## src/rtl/stuff_tx.sv

```systemverilog
// Bit-stuffing serial transmitter: MSB-first words, complement bit inserted after MAX_RUN equal bits.
// Optional even-parity bit appended after the LSB when STUFF_TX_PARITY_EN is defined.
module stuff_tx #(
  parameter int WIDTH   = 8,
  parameter int MAX_RUN = 3
) (
  input  logic             clk,
  input  logic             RESET,
  input  logic             load,
  input  logic [WIDTH-1:0] data_in,
  output logic             ready,
  output logic             out,
  output logic             out_valid,
  output logic             stuffing
);

`ifdef STUFF_TX_PARITY_EN
  localparam int NBITS = WIDTH + 1;
`else
  localparam int NBITS = WIDTH;
`endif
  localparam int CW = $clog2(NBITS + 1);
  localparam int RW = $clog2(MAX_RUN + 1);

  logic [NBITS-1:0] shreg;
  logic [CW-1:0]    bits_left;
  logic             run_bit;
  logic [RW-1:0]    run_cnt;
  logic [NBITS-1:0] word;
  logic             stuff_due;
  logic             next_bit;
  logic             same_run;

`ifdef STUFF_TX_PARITY_EN
  assign word = {data_in, ^data_in};
`else
  assign word = data_in;
`endif

  assign stuff_due = out_valid && (run_cnt == RW'(MAX_RUN));
  assign ready     = (bits_left == '0) && !stuff_due;

  // A fresh word from IDLE starts a new run; otherwise history is continuous.
  always_comb begin
    next_bit = (bits_left != '0) ? shreg[NBITS-1] : word[NBITS-1];
    same_run = out_valid && (next_bit == run_bit);
  end

  always_ff @(posedge clk) begin
    if (RESET) begin
      shreg     <= '0;
      bits_left <= '0;
      run_bit   <= 1'b0;
      run_cnt   <= '0;
      out       <= 1'b0;
      out_valid <= 1'b0;
      stuffing  <= 1'b0;
    end else if (stuff_due) begin
      out       <= ~run_bit;
      run_bit   <= ~run_bit;
      run_cnt   <= RW'(1);
      out_valid <= 1'b1;
      stuffing  <= 1'b1;
    end else if (bits_left != '0 || load) begin
      out       <= next_bit;
      run_bit   <= next_bit;
      run_cnt   <= same_run ? run_cnt + RW'(1) : RW'(1);
      out_valid <= 1'b1;
      stuffing  <= 1'b0;
      if (bits_left != '0) begin
        shreg     <= shreg << 1;
        bits_left <= bits_left - CW'(1);
      end else begin
        shreg     <= word << 1;
        bits_left <= CW'(NBITS - 1);
      end
    end else begin
      out       <= 1'b0;
      out_valid <= 1'b0;
      stuffing  <= 1'b0;
      run_cnt   <= '0;
    end
  end

endmodule

```

## config.mk

```make
export PLATFORM = sky130hd
export DESIGN_NAME = stuff_tx
export DESIGN_NICKNAME = d
export VERILOG_FILES = /design/src/rtl/stuff_tx.sv
export SDC_FILE = /design/constraint.sdc
export NUM_CORES = 1
export LEC_CHECK = 0
export CAP_MARGIN = 30
export CORE_UTILIZATION = 37
export CTS_CLUSTER_SIZE = 12
export DETAILED_ROUTE_END_ITERATION = 10
export HOLD_SLACK_MARGIN = 0.12
export PLACE_DENSITY = 0.65
export SLEW_MARGIN = 20
export SYNTH_ARGS = -nofsm -noshare
export SYNTH_HDL_FRONTEND = slang
export SYNTH_SLANG_ARGS = --single-unit
export TNS_END_PERCENT = 1
```

## constraint.sdc

```tcl
create_clock -name clk -period 2.11 [get_ports clk]
set_input_delay 0.5275 -clock clk [delete_from_list [all_inputs] [get_ports clk]]
set_output_delay 0.5275 -clock clk [all_outputs]
set_load 0.005 [all_outputs]
```

Word-level counts from Yosys, hierarchy flattened
Index checks and enable logic that the tools add are counted.
{ "classes": {"n_addsub": 2, "n_eq_ne": 2, "n_mux": 13, "bitwise": 4, "reduce_logical": 10} }
{ "op_table": {"columns": ["op", "count"], "rows": [
  ["$mux W1", 11],
  ["$mux W8", 1],
  ["$logic_not A4 Y1", 1],
  ["$mux W4", 1],
  ["$not A1 Y1", 4],
  ["$reduce_bool A4 Y1", 1],
  ["$reduce_or A4 Y1", 1],
  ["$sub A4 B1 Y4 const B", 1],
  ["$logic_and A1 B1 Y1", 3],
  ["$add A2 B1 Y2 const B", 1],
  ["$eq A2 B2 Y1 const B", 1],
  ["$reduce_and A2 Y1", 1],
  ["$reduce_bool A2 Y1", 1],
  ["$eq A1 B1 Y1", 1],
  ["$logic_not A1 Y1", 1],
  ["$logic_or A1 B1 Y1", 1]
]} }
{ "word_totals": {"regBits": 18, "in_bits": 11, "out_inout_bits": 4, "word_cells": 39} }

Depth between registers and ports, before layout
{ "logic_depth": {"ltp_word": 7, "depth_mapped": 7, "ltp_nobuf": 6} }

Worst setup path before layout
Ideal clock, no wire load.
{ "synth_path": {"path_kind": "register -> output", "startpoint": "reg bits_left[0]", "endpoint": "out ready", "t_arrival_ns": 1.173, "required_ns": 1.582, "path_slack_ns": 0.409, "stages_incl_launch_ff": 6, "path_buffers": 1, "cell_sequence": "dfxtp_1 inv_1 ha_1 or3b_1 buf_6 nor2_4"} }
{ "synth_via": {"elab_chain_cells": 2} }
{ "synth_lines": {"columns": ["element", "line", "rtl"], "rows": [
  ["from (decl)", "26", "logic [CW-1:0] bits_left;"],
  ["from (signal assigned)", "72", "bits_left <= bits_left - CW'(1);"],
  ["from (signal assigned)", "75", "bits_left <= CW'(NBITS - 1);"],
  ["$logic_not A4 Y1", "41", "assign ready = (bits_left == '0) && !stuff_due;"],
  ["$logic_and A1 B1 Y1", "41", null],
  ["to (decl)", "11", "output logic ready,"]
]} }
Every way passes these cells.

Worst setup path in the final report
Same ends and word-level chain as after synthesis.

==> results.json <==
{
  "arrival_ns": 1.49,
  "dp_slack_ns": 0.00106,
  "required_ns": 1.58,
  "synthCells": 90,
  "vdd_ir_drop_max_v": 0.000699,
  "place_congestion": 0.767,
  "drt_iter0_markers": 13,
  "yosys_warnings": 0,
  "synth_area_per_cell_sq_um": 9.12,
  "row_count": 16,
  "ctsHoldBuffers": 0,
  "grt_max_degree": 16,
  "maxCapViolations": 0,
  "ys_ff_latch": 17,
  "clk_latency_ns": 0.29,
  "max_freq_mhz": 495,
  "synth_top_family_by_area": "simple AND/OR/NAND/NOR gates",
  "yosys.area_share.xor_xnor_pct": 1.07,
  "grt_overflow": 0,
  "max_slew.worst_pin.slew_ns": 0.402,
  "track_usage_pct": 16.0,
  "cts-root-buf": "clkbuf_4",
  "end_kind": "primary output",
  "grt_setup_unrepaired": "no",
  "slew_violations": 0,
  "fp.dieW_um": 49.1,
  "vias": 712,
  "coreArea_sq_um": 2020,
  "yosysSeqAreaShare_pct": 41.5,
  "vias_per_cell": 5.09,
  "antenna_found_initial": 0,
  "antenna_cells": 0,
  "power_uw": 1500,
  "dieArea_sq_um": 2410,
  "yosysUniqueCellTypes": 28,
  "ios": 15,
  "grt_pass1_vias": 655,
  "setup-tns-final_ns": 0,
  "yosys.area_share.simple_pct": 23.3,
  "ys.flop_type": "dfxtp_1",
  "slew_headroom_pct": 73.2,
  "clockBufferDepth": 2,
  "skew_ns": 0.00167,
  "io_buffers": 14,
  "first_pass_iters": 4,
  "cts.sinks": 17,
  "post_drt_wl_per_cell_um": 11.5,
  "drc": 0,
  "period_minus_slack_ns": 2.02,
  "critPathKind": "flop to primary output",
  "nNetsFinal": 127,
  "numPlacedInstances": 135,
  "finalWirelength_um": 1600,
  "clk_pin_slew_worst_paths_ns": 0.10,
  "syn2layout_area_growth_pct": 27.7,
  "htreeDepth": 1,
  "fin_crit_sh_pct": 95.7,
  "synth_compound_area_share_pct": 20.9,
  "dp.final_hpwl_um": 1210,
  "netlist_area_sq_um": 821,
  "power_density_nw_per_um2": 1430,
  "setup_viol": 0,
  "cts_made_buffers": 3,
  "crit_path_max_fanout": 2,
  "hold_class": "flop to flop",
  "fillerInstances": 197,
  "synth_mux_area_share_pct": 2.44,
  "initial_utilization_pct": 40.6,
  "grt_first_pass_wirelength_um": 2890,
  "ant_nets": 0,
  "synthArstFlopShare_pct": 0,
  "status": "complete, no violations",
  "place_area_sq_um": 1010,
  "p_leak_uw": 0.000420,
  "layout.cells.non_filler": 140,
  "worst_slack_ns": 0.0899,
  "synth_edf_count": 0,
  "die_h_um": 49.1,
  "cts_tree": "yes",
  "start_kind": "flop",
  "drive_gt1_share_pct": 19.5,
  "syn-num-nets": 103,
  "finalHoldViolCount": 0,
  "stdcell_area_sq_um": 1050,
  "synth_fa_ha_area_share_pct": 3.05
}
through the flow:
step	utilization (%)	hold WS, ns
after floorplan	-	0.453
after global routing	51.9	0.516
final	51.9	0.481
after detailed placement	50.1	0.470
after CTS	51.6	0.484
after global placement	50.1	0.471
what timing repair did:
item / CTS / global route
endpoints found under the setup margin: 1 / 1
pin swaps: 1 / 1
buffers inserted: 0 / 1
resized for setup: 4 / 3
endpoints found under the hold margin: 0 / 0
synthesized netlist by cell type, types with 2 or more instances:
cell	n	share of area, %
o21ai_0	2	1.2
buf_4	2	1.8
ha_1	2	3.0
a311oi_1	5	5.3
inv_1	4	1.8
a21oi_1	6	3.7
buf_6	3	4.1
a211oi_1	2	1.8
nor2_1	12	5.5
mux2i_1	2	2.4
nand4b_1	2	2.1
nand2_1	16	7.3
dfxtp_1	17	41
state kept, by name, indices dropped and copies added, names as in the netlist:
name,flops
run_bit,1
out,1
bits_left,4
stuffing,1
run_cnt,2
shreg,7
out_valid,1
cell usage in the layout, fill, tap and decap left out:
| cell type | netlist | final |
|---|---|---|
| clkbuf_1 | 0 | 1 |
| nor3_1 | 1 | 1 |
| a211oi_1 | 2 | 2 |
| or3_1 | 1 | 1 |
| ha_2 | 0 | 1 |
| nor2_1 | 12 | 12 |
| dfxtp_2 | 0 | 1 |
| clkdlybuf4s50_1 | 0 | 13 |
| o21ai_4 | 1 | 1 |
| o31a_1 | 1 | 1 |
| a311oi_1 | 5 | 5 |
| a21boi_0 | 1 | 1 |
| nor4_1 | 1 | 1 |
| mux2i_1 | 2 | 2 |
| a311oi_2 | 1 | 1 |
| ha_1 | 2 | 1 |
| inv_1 | 4 | 4 |
| and3_1 | 1 | 1 |
| nor2_4 | 1 | 1 |
| clkbuf_4 | 0 | 3 |
| and2_1 | 1 | 1 |
| nand2_1 | 16 | 16 |
| dfxtp_1 | 17 | 16 |
| xnor2_1 | 1 | 1 |
| nand4b_1 | 2 | 2 |
| a21oi_4 | 1 | 1 |
| o21ai_0 | 2 | 2 |
| a21oi_1 | 6 | 6 |
| buf_4 | 2 | 10 |
| buf_2 | 0 | 1 |
| or3b_4 | 0 | 1 |
| nor3b_4 | 1 | 1 |
| a32oi_1 | 1 | 1 |
critical path: stages, from the launching register on:
cell and delay, ns:
dfxtp_2 0.33, inv_1 0.07, ha_2 0.17, or3b_4 0.39, nor2_4 0.12, buf_2 0.12
cells by family (layout without fill, tap and decap cells):
family | after synthesis | count (layout)
simple gates | 38 | 38
compound gates | 21 | 21
flops | 17 | 17
buf+inv | 9 | 32
fa+ha+maj | 2 | 2
mux | 2 | 2
xor+xnor | 1 | 1
path summary, 6_finish.rpt:
path	start	endpoint	slack, ns	depth (start not counted)
worst max-delay path	bits_left[0]$_SDFFE_PP0P_	ready	0.09	5
worst min-delay path	shreg[6]$_SDFFE_PP0P_	shreg[7]$_SDFFE_PP0P_	0.48	2
worst max register to register	bits_left[0]$_SDFFE_PP0P_	run_cnt[0]$_SDFF_PP0_	0.33	7
worst min register to register	shreg[6]$_SDFFE_PP0P_	shreg[7]$_SDFFE_PP0P_	0.48	2
final cells by class:
cell class / count / area [sq um] / share of cell area (%)
multi-input combinational: 64 / 422 / 40.2
sequential: 17 / 342 / 32.6
timing repair buffer: 24 / 210 / 20.0
tap: 27 / 33.8 / 3.22
clock buffer: 4 / 26.3 / 2.51
inverter: 4 / 15.0 / 1.43
layer usage:
metal	track usage, %	share of wire [%]	vias to the layer above	routed length, um
met1	21.1	49	328	786
li1	-	-	361	-
met2	24.4	45	18	718
met3	3.74	3.9	5	63
met4	7.35	2.2	0	36
met5	0	0	-	0
power by group:
part	leakage (uW)	switching, uW	total [uW]	internal (uW)
clock	0.0000150	104	177	73.6
combinational	0.000265	379	787	408
sequential	0.000141	88.7	537	448
total	0.000420	572	1500	930
No activity file was read; power rests on OpenSTA's default activity.
